## config.mk

```make
export PLATFORM = sky130hd
export DESIGN_NAME = imem_loader
export DESIGN_NICKNAME = d
export VERILOG_FILES = /design/src/rtl/imem_loader.sv
export SDC_FILE = /design/constraint.sdc
export NUM_CORES = 1
export LEC_CHECK = 0
export ABC_AREA = 1
export CORE_MARGIN = 3
export CORE_UTILIZATION = 40
export DETAILED_ROUTE_END_ITERATION = 7
export GPL_TIMING_DRIVEN = 0
export PLACE_DENSITY = 0.71
export REMOVE_ABC_BUFFERS = 1
export SYNTH_ARGS = -nofsm -noshare
export SYNTH_HDL_FRONTEND = slang
export SYNTH_SLANG_ARGS = --single-unit
```

## constraint.sdc

```tcl
create_clock -name Clk -period 8.3 [get_ports Clk]
set_clock_uncertainty 0.1 [all_clocks]
set_input_delay 1.66 -clock Clk [delete_from_list [all_inputs] [get_ports Clk]]
set_output_delay 1.66 -clock Clk [all_outputs]
set_load 0.05 [all_outputs]
```

## src/rtl/imem_loader.sv

```systemverilog
// Boot-time instruction memory loader: parses a 16-bit little-endian word count
// followed by little-endian instruction bytes, writes them to IMEM and then releases the core.
module imem_loader #(
    parameter int DEPTH = 1024
) (
    input  logic        Clk,
    input  logic        Reset,
    input  logic [7:0]  rx_data,
    input  logic        rx_valid,
    output logic        rx_ready,
    input  logic        reload,
    output logic        imem_wr_en,
    output logic [31:0] imem_wr_addr,
    output logic [31:0] imem_wr_data,
    output logic        core_reset_n,
    output logic        load_done,
    output logic        load_error
);

    localparam logic [31:0] DEPTH_U = 32'(DEPTH);

    typedef enum logic [2:0] {
        IDLE,
        HDR0,
        HDR1,
        DATA,
        WRITE,
        DONE,
        ERROR
    } state_t;

    state_t      state_reg;
    state_t      state_next;
    logic [15:0] n_reg;
    logic [15:0] index_reg;
    logic [1:0]  lane_reg;
    logic [23:0] word_reg;      // lanes 0..2; lane 3 goes straight into the write word
    logic        rx_ready_reg;
    logic        wr_en_reg;
    logic [31:0] wr_addr_reg;
    logic [31:0] wr_data_reg;
    logic        core_reset_n_reg;
    logic        load_done_reg;
    logic        load_error_reg;

    logic        accept;
    logic [15:0] hdr_count;

    assign accept    = rx_valid && rx_ready_reg;
    assign hdr_count = {rx_data, n_reg[7:0]};

    always_comb begin
        state_next = state_reg;
        case (state_reg)
            IDLE:  state_next = HDR0;
            HDR0:  if (accept) state_next = HDR1;
            HDR1: begin
                if (accept) begin
                    if (hdr_count == 16'd0)
                        state_next = DONE;
                    else if ({16'd0, hdr_count} > DEPTH_U)
                        state_next = ERROR;
                    else
                        state_next = DATA;
                end
            end
            DATA:  if (accept && lane_reg == 2'd3) state_next = WRITE;
            WRITE: state_next = (index_reg + 16'd1 == n_reg) ? DONE : DATA;
            DONE:  if (reload) state_next = HDR0;
            ERROR: state_next = ERROR;
            default: state_next = IDLE;
        endcase
    end

    // Outputs are registered from the next state so they are Moore-clean and
    // line up exactly with the state they describe.
    always_ff @(posedge Clk or posedge Reset) begin
        if (Reset) begin
            state_reg        <= IDLE;
            n_reg            <= 16'd0;
            index_reg        <= 16'd0;
            lane_reg         <= 2'd0;
            word_reg         <= 24'd0;
            rx_ready_reg     <= 1'b0;
            wr_en_reg        <= 1'b0;
            wr_addr_reg      <= 32'd0;
            wr_data_reg      <= 32'd0;
            core_reset_n_reg <= 1'b0;
            load_done_reg    <= 1'b0;
            load_error_reg   <= 1'b0;
        end else begin
            state_reg        <= state_next;
            rx_ready_reg     <= (state_next == HDR0) || (state_next == HDR1) || (state_next == DATA);
            wr_en_reg        <= (state_next == WRITE);
            core_reset_n_reg <= (state_next == DONE);
            load_done_reg    <= (state_next == DONE);
            load_error_reg   <= (state_next == ERROR);

            case (state_reg)
                HDR0: if (accept) n_reg[7:0] <= rx_data;
                HDR1: begin
                    if (accept) begin
                        n_reg[15:8] <= rx_data;
                        index_reg   <= 16'd0;
                        lane_reg    <= 2'd0;
                    end
                end
                DATA: begin
                    if (accept) begin
                        lane_reg <= lane_reg + 2'd1;
                        case (lane_reg)
                            2'd0: word_reg[7:0]   <= rx_data;
                            2'd1: word_reg[15:8]  <= rx_data;
                            2'd2: word_reg[23:16] <= rx_data;
                            default: begin
                                wr_data_reg <= {rx_data, word_reg};
                                wr_addr_reg <= {14'd0, index_reg, 2'b00};
                            end
                        endcase
                    end
                end
                WRITE: index_reg <= index_reg + 16'd1;
                default: ;
            endcase
        end
    end

    assign rx_ready     = rx_ready_reg;
    assign imem_wr_en   = wr_en_reg;
    assign imem_wr_addr = wr_addr_reg;
    assign imem_wr_data = wr_data_reg;
    assign core_reset_n = core_reset_n_reg;
    assign load_done    = load_done_reg;
    assign load_error   = load_error_reg;

endmodule

```

==> impl_metrics.env, run 1 <==
export IMPL_outcome="completed"
export IMPL_worstPathRequired_ps=8450
export IMPL_post_cts_buffers=0
export IMPL_r2r_end="index_reg[10]"
export IMPL_cpMostUsedCell="inv_1"
export IMPL_grt_pass1_wl_mm=20.0
export IMPL_slew_viol_final=0
export IMPL_grtUsageMet1=0.217
export IMPL_use_met2=0.281
export IMPL_placedInstanceArea_um2=5960
export IMPL_holdPathEnd="word_reg[14]"
export IMPL_cts_inserted_buffers=17
export IMPL_cts_sinks=113
export IMPL_cts_htree_levels=4
export IMPL_grt_max_degree=73
export IMPL_drt_iter0_drc=330
export IMPL_reg2reg_slack_ps=6050
export IMPL_yosysWarnings=0
export IMPL_relSlewSlack=0.496
export IMPL_drive_gt1_frac=0.122
export IMPL_rows=41
export IMPL_drc=0
export IMPL_largest_reg_flops=32
export IMPL_cts_buffer_depth=2
export IMPL_cp_slowest_cell="clkdlybuf4s50_1"
export IMPL_hp_start="word_reg[14]"
export IMPL_ys_types=30
export IMPL_globalRoute_busiestLayer="met2"
export IMPL_die_w_um=120
export IMPL_synth_cells=567
export IMPL_path_buf_inv=4
export IMPL_antenna_found_initial=0
export IMPL_critPathMaxStageDelay_ps=450
export IMPL_p_leak_uw=0.00308
export IMPL_fin_crit_ps=3480
export IMPL_ys_seq_elements=113
export IMPL_synthesis_area_um2=5200
export IMPL_area_delta_synth_final_pct=25.3
export IMPL_power_density_nw_per_um2=373
export IMPL_peakVddDrop_v=0.000192
export IMPL_diodes=0
export IMPL_crit_arrival_ps=3630
export IMPL_numPortBuffers=64
export IMPL_min_path_type="reg -> reg"
export IMPL_crit_path_max_fanout=17
export IMPL_first_pass_iters=6
export IMPL_fin_tns_setup_ps=0
export IMPL_ff_latch_area_um2=2830
export IMPL_worst_pin_slew_ps=756
export IMPL_clock_latency_ps=400
export IMPL_setup_violations=0
export IMPL_ioPinCount=81
export IMPL_cts_resized=0
export IMPL_syn_avg_cell_area_um2=9.18
export IMPL_fin_hold_ws_ps=377
export IMPL_endpoint_kind="flip-flop"
export IMPL_ant_nets=0
export IMPL_start_util=0.411
export IMPL_startpoint_type="input pin"
export IMPL_fp_dieArea_um2=14400
export IMPL_grt_pass1_vias=4048
export IMPL_ctsRootBufferMaster="clkbuf_16"
export IMPL_avgViaCountPerCell=4.91
export IMPL_wl_mm=11.8
export IMPL_overflow=0
export IMPL_hold_viol=0
export IMPL_nets=653
export IMPL_hold_path_depth=2
export IMPL_grt_use_total=0.174
export IMPL_fp_dieH_um=120
export IMPL_fin_crit_sh=0.420
export IMPL_coreArea_um2=12700
export IMPL_fillCellCount=1188
export IMPL_cts_hold_buf=0
export IMPL_detail_route_wl_per_cell_um=14.5
export IMPL_rr_worst_depth=6
export IMPL_dp_final_hpwl_mm=8.05
export IMPL_r2r_start="state_reg[1]"
export IMPL_use_met3=0.0712
export IMPL_synth_seq_area_share=0.543
export IMPL_fin_area_um2=6520
export IMPL_max_freq_mhz=287
export IMPL_cts_tree="yes"
export IMPL_cap_violations=0
export IMPL_worstSetupPathType="in -> reg"
export IMPL_crit_chain="clkdlybuf4s50_1, nand2_1, inv_1, nand2_1, inv_1, nor2_1, inv_1, o22ai_1"
export IMPL_rsz0062_at_grt="no"
export IMPL_vias=4018
export IMPL_multiInputGateArea_um2=2060
export IMPL_critPathTopFamily="buffers and inverters"
export IMPL_clkSlewWorstSetupHoldPaths_ps=50
export IMPL_place_congestion=0.858
## where the power goes
part	switching [µW]	internal [µW]
Sequential	153	737
Clock	232	444
Combinational	567	297
## cell usage after synthesis (all sizes together)
master  count  area, µm²
dfrtp     113       2830
xor2        4       35.0
mux2       24        270
o21ai      76        380
nor4        1       21.3
nand3      39        200
clkbuf     10       37.5
nand3b      3       22.5
nand4       7       43.8
ha          6       75.1
a21oi       4       20.0
inv        52        195
buf        21        148
xor3        1       23.8
o22ai       9       56.3
xnor2       2       17.5
conb        1       3.75
nor3        3       20.0
nor2       31        174
nand2     157        612
a211oi      1       7.51
or2         2       12.5
## through the flow
stage                     worst slack (ps)  std cells  power [µW]  utilization
after floorplan                       3550        551        1480            -
after global placement                2040        787        1710        0.468
after detailed placement              4260        788        1750        0.470
after CTS                             4670        818        2440        0.514
after global routing                  4640        818        2580        0.515
final                                 4820        818        2430        0.515
## worst min-delay path, cell delays in order (launching register included)
cell and delay [ps]:
dfrtp_1 340, nand2_1 50, o21ai_0 50
## metal layers
layer,share of wire,vias to the layer above
met5,0,-
met4,0.0073,0
met1,0.44,1944
met2,0.48,112
li1,-,1954
met3,0.070,8
## cells in the final DEF, fill, tap and decap left out, types with 6 or more instances in the layout
master	Yosys	layout
nor2_2	8	8
inv_1	52	51
ha_1	6	6
nand4_1	7	7
o22ai_1	9	9
o21ai_0	74	74
nor2_1	18	18
nand2_1	150	150
mux2_2	24	24
nand3_1	38	38
clkbuf_16	0	17
conb_1	1	16
dfrtp_1	113	113
clkdlybuf4s50_1	0	64
## kinds of logic after synthesis
group | Yosys count | synth area share
flip-flops | 113 | 0.543
other | 1 | 0.000721
AND/OR/NAND/NOR | 243 | 0.213
buffers and inverters | 83 | 0.0731
XOR/XNOR | 7 | 0.0147
multiplexers | 24 | 0.0519
AO/OA/AOI/OAI | 90 | 0.0892
adder cells (fa/ha/maj) | 6 | 0.0144
## how the worst max path moves through the flow
stage              from  cells after the start               end  slack [ps]
2_1_floorplan     Reset                      1  imem_wr_addr[10]        3550
3_3_place_gp      Reset                      2  imem_wr_data[27]        2040
3_5_place_dp   rx_valid                      5   imem_wr_data[7]        4260
4_1_cts        rx_valid                      5   imem_wr_data[9]        4670
5_1_grt        rx_valid                      8     index_reg[10]        4640
6_report       rx_valid                      8     index_reg[10]        4820
## final cells by class
class,instances,area share
sequential,113,0.434
multi-input combinational,386,0.315
timing repair buffer,65,0.102
clock buffer,24,0.0769
tap,172,0.0330
inverter,52,0.0303
clock inverter,6,0.00844
No activity file was read; power rests on OpenSTA's default activity.
==> run 2, diff against run 1 <==
Clock period 8.3 ns to 3.3 ns, I/O delays scaled along.
==> run 2 against run 1 <==
Compared with the run above:
- flip-flop and latch count unchanged
- die area unchanged
- worst setup slack worse by 4000 ps
- final cell count unchanged
- non-clock buffer count stayed put
- highest routed layer unchanged
==> impl_metrics.env, run 2 (synthesized netlist as in run 1, its figures left out) <==
export IMPL_outcome="completed"
export IMPL_fin_crit_sh=0.753
export IMPL_min_path_type="reg -> reg"
export IMPL_setup_violations=0
export IMPL_cts_hold_buf=0
export IMPL_ant_nets=0
export IMPL_rows=41
export IMPL_place_congestion=0.858
export IMPL_worst_pin_slew_ps=753
export IMPL_max_freq_mhz=402
export IMPL_largest_reg_flops=32
export IMPL_fillCellCount=1188
export IMPL_power_density_nw_per_um2=936
export IMPL_drt_iter0_drc=336
export IMPL_numPortBuffers=64
export IMPL_final_common_cell="nand2_1"
export IMPL_fin_tns_setup_ps=0
export IMPL_diodes=0
export IMPL_clkSlewWorstSetupHoldPaths_ps=50
export IMPL_grt_max_degree=73
export IMPL_fp_dieH_um=120
export IMPL_startpoint_type="input pin"
export IMPL_drive_gt1_frac=0.122
export IMPL_pre_cts_ws_ps=261
export IMPL_die_w_um=120
export IMPL_worstSetupPathType="in -> reg"
export IMPL_crit_path_max_fanout=17
export IMPL_overflow=0
export IMPL_final_cell_mix="nand2_1, dfrtp_1, o21ai_0"
export IMPL_drc=0
export IMPL_post_cts_buffers=0
export IMPL_cap_violations=0
export IMPL_first_pass_iters=6
export IMPL_rr_worst_depth=6
export IMPL_ioPinCount=81
export IMPL_cts_buffer_depth=2
export IMPL_dp_final_hpwl_mm=8.05
export IMPL_clock_latency_ps=410
export IMPL_rsz0062_at_grt="no"
export IMPL_grt_pass1_wl_mm=20.0
export IMPL_antenna_found_initial=0
export IMPL_vias=4024
export IMPL_peakVddDrop_v=0.000484
export IMPL_cts_resized=0
export IMPL_fin_cells=818
export IMPL_nets=653
export IMPL_cts_tree="yes"
export IMPL_fp_dieArea_um2=14400
export IMPL_endpoint="index_reg[10]"
export IMPL_ctsRootBufferMaster="clkbuf_16"
export IMPL_crit_arrival_ps=2640
export IMPL_avgViaCountPerCell=4.92
export IMPL_grt_pass1_vias=4051
export IMPL_relSlewSlack=0.498
export IMPL_endpoint_kind="flip-flop"
export IMPL_cts_htree_levels=4
export IMPL_wl_mm=11.8
export IMPL_cts_sinks=113
export IMPL_place_inst=788
export IMPL_coreArea_um2=12700
export IMPL_reg2reg_slack_ps=1030
export IMPL_r2r_end="index_reg[10]"
export IMPL_hold_viol=0
export IMPL_start_util=0.411
export IMPL_worstPathRequired_ps=3450
export IMPL_area_delta_synth_final_pct=25.3
export IMPL_detail_route_wl_per_cell_um=14.4
export IMPL_setup_slack_ps=815
export IMPL_critPathLaunch="rx_valid"
export IMPL_cts_inserted_buffers=17
export IMPL_fin_crit_ps=2490
export IMPL_slew_viol_final=0
export IMPL_grt_use_total=0.175
export IMPL_r2r_start="state_reg[1]"
export IMPL_p_leak_uw=0.00308
[run 2: cell counts in the layout (fill, tap and decap cells not counted)]
No cell type changed its count.
[run 2: layout make-up]
type / instances / area (µm²) / share of cell area
repair buffers: 65 / 668 / 0.102
clock buffers: 24 / 502 / 0.0769
multi-input cells: 386 / 2060 / 0.315
well taps: 172 / 215 / 0.0330
flip-flops and latches: 113 / 2830 / 0.434
inverters: 52 / 198 / 0.0303
clock inverters: 6 / 55.1 / 0.00844
[run 2: critical path: stages]
cell	delay, ps
clkdlybuf4s50_1	450
nand2_1	120
inv_1	170
nand2_1	320
inv_1	270
nor2_1	80
inv_1	400
o22ai_1	160
[run 2: worst min-delay path by stage]
stage | start | end | slack [ps] | depth (start not counted)
after floorplan | word_reg[0] | word_reg[0] | 350 | 2
after global placement | word_reg[17] | word_reg[17] | 360 | 2
after detailed placement | word_reg[14] | word_reg[14] | 370 | 2
after CTS | word_reg[14] | word_reg[14] | 380 | 2
after global routing | imem_wr_addr[4] | imem_wr_addr[4] | 400 | 2
final | word_reg[14] | word_reg[14] | 380 | 2
[run 2: power by group]
group	total, µW	internal (µW)	switching, µW	leakage (µW)
clock	1700	1120	585	0.000281
sequential	2240	1850	384	0.00152
combinational	2170	746	1420	0.00129
total	6110	3720	2390	0.00308
[run 2: routing by layer]
metal	share of wire	GRT usage
met1	0.43	0.217
met5	0	0
met3	0.074	0.0655
met2	0.48	0.281
met4	0.014	0.0587
[run 2: metrics by stage]
step	instance area [µm²]	utilization	power, µW	hold slack (ps)
2_1_floorplan	5070	-	3730	349
3_3_place_gp	5930	0.468	4300	362
3_5_place_dp	5960	0.470	4400	370
4_1_cts	6520	0.514	6140	383
5_1_grt	6520	0.515	6500	402
6_report	6520	0.515	6110	377
==> run 3, diff against run 2 <==
Clock period 3.3 ns to 2.4 ns, I/O delays scaled along.
==> run 3 against run 2 <==
Compared with the run above:
- clock-buffer cell count unchanged
- clock power up 38%
- largest cell class unchanged
- highest routed layer unchanged
- largest power group unchanged
- sequential power up 37%
- combinational power up 37%
==> impl_metrics.env, run 3 (synthesized netlist as in run 1, its figures left out) <==
export IMPL_outcome="completed"
export IMPL_drc=0
export IMPL_final_common_cell="nand2_1"
export IMPL_grt_max_degree=73
export IMPL_ioPinCount=81
export IMPL_clkSlewWorstSetupHoldPaths_ps=50
export IMPL_critPathTopFamily="buffers and inverters"
export IMPL_relSlewSlack=0.497
export IMPL_area_delta_synth_final_pct=25.3
export IMPL_worst_pin_slew_ps=755
export IMPL_power_density_nw_per_um2=1290
export IMPL_peakVddDrop_v=0.000665
export IMPL_rr_worst_depth=14
export IMPL_startpoint_type="flip-flop"
export IMPL_rsz0062_at_grt="no"
export IMPL_vias=4013
export IMPL_detail_route_wl_per_cell_um=14.4
export IMPL_holdPathEnd="word_reg[14]"
export IMPL_fin_hold_ws_ps=377
export IMPL_hp_start="word_reg[14]"
export IMPL_cts_sinks=113
export IMPL_p_leak_uw=0.00308
export IMPL_rows=41
export IMPL_crit_arrival_ps=1610
export IMPL_first_pass_iters=5
export IMPL_grt_use_total=0.175
export IMPL_pre_cts_ws_ps=-459
export IMPL_clock_latency_ps=410
export IMPL_crit_path_max_fanout=2
export IMPL_place_inst=788
export IMPL_reg2reg_slack_ps=230
export IMPL_post_cts_buffers=0
export IMPL_fin_crit_ps=2190
export IMPL_min_path_type="reg -> reg"
export IMPL_coreArea_um2=12700
export IMPL_die_w_um=120
export IMPL_hold_path_depth=2
export IMPL_antenna_found_initial=0
export IMPL_cts_hold_buf=0
export IMPL_fin_area_um2=6520
export IMPL_grt_pass1_vias=4038
export IMPL_r2r_end="rx_ready"
export IMPL_place_congestion=0.858
export IMPL_endpoint_kind="output port"
export IMPL_setup_violations=0
export IMPL_ctsRootBufferMaster="clkbuf_16"
export IMPL_cts_inserted_buffers=17
export IMPL_dp_final_hpwl_mm=8.05
export IMPL_setup_slack_ps=211
export IMPL_path_buf_inv=1
export IMPL_critPathMaxStageDelay_ps=850
export IMPL_start_util=0.411
export IMPL_final_cell_mix="nand2_1, dfrtp_1, o21ai_0"
export IMPL_fin_crit_sh=0.912
export IMPL_cp_slowest_cell="clkdlybuf4s50_1"
export IMPL_largest_reg_flops=32
export IMPL_hold_viol=0
export IMPL_slew_viol_final=0
export IMPL_drive_gt1_frac=0.124
export IMPL_cts_htree_levels=4
export IMPL_r2r_start="index_reg[0]"
export IMPL_cap_violations=0
export IMPL_overflow=0
export IMPL_fp_dieArea_um2=14400
export IMPL_avgViaCountPerCell=4.91
export IMPL_wl_mm=11.8
export IMPL_ant_nets=0
export IMPL_fin_cells=818
export IMPL_crit_chain="clkdlybuf4s50_1"
export IMPL_diodes=0
export IMPL_grt_pass1_wl_mm=20.0
export IMPL_placedInstanceArea_um2=5960
export IMPL_nets=653
export IMPL_worstSetupPathType="reg -> out"
export IMPL_numPortBuffers=64
export IMPL_cts_tree="yes"
export IMPL_worstPathRequired_ps=1820
export IMPL_cts_buffer_depth=2
export IMPL_drt_iter0_drc=306
export IMPL_max_freq_mhz=457
export IMPL_fp_dieH_um=120
[run 3: cell count changes in the layout (fill, tap and decap cells not counted)]
cell,previous run,this run
inv_1,51,50
inv_2,0,1
[run 3: final cells by class]
cell class | count | area (µm²)
Timing Repair Buffer | 65 | 668
Fill cell | 1188 | 6150
Multi-Input combinational cell | 386 | 2060
Tap cell | 172 | 215
Sequential cell | 113 | 2830
Inverter | 52 | 198
Clock inverter | 6 | 55.1
Clock buffer | 24 | 502
[run 3: repair_timing]
| item | CTS | global route |
|---|---|---|
| setup endpoints to repair | 34 | 15 |
| endpoints found under the hold margin | 0 | 0 |
| resized for setup | 1 | 1 |
[run 3: metrics by stage]
step	total power (µW)	TNS (ps)	utilization
after floorplan	5130	-131910	-
final	8400	0	0.515
after global routing	8940	0	0.515
after CTS	8450	0	0.515
after detailed placement	6060	-22460	0.470
after global placement	5910	-320780	0.468
[run 3: per-layer routing]
metal | GRT usage | up-vias | routed length (µm)
met2 | 0.282 | 113 | 5670
met4 | 0.0573 | 0 | 157
met5 | 0 | - | 0
met1 | 0.218 | 1929 | 5150
met3 | 0.0650 | 18 | 839
li1 | - | 1953 | -
[run 3: tightest hold or removal path: stages, from the launching register on]
cell and delay [ps]:
dfrtp_1 340, nand2_1 50, o21ai_0 50
[run 3: worst max path at each step]
stage,startpoint,endpoint,slack [ps],depth (start not counted)
3_5_place_dp,rx_valid,imem_wr_data[7],-460,5
3_3_place_gp,Reset,imem_wr_data[27],-2680,2
5_1_grt,index_reg[0],rx_ready,7,12
6_report,imem_wr_data[4],imem_wr_data[4],210,1
2_1_floorplan,Reset,imem_wr_addr[10],-1170,1
4_1_cts,rx_valid,index_reg[10],90,8
[run 3: where the power goes]
group | internal [µW] | switching, µW | leakage, µW
Sequential | 2550 | 526 | 0.00152
Clock | 1540 | 804 | 0.000281
Combinational | 1030 | 1960 | 0.00129
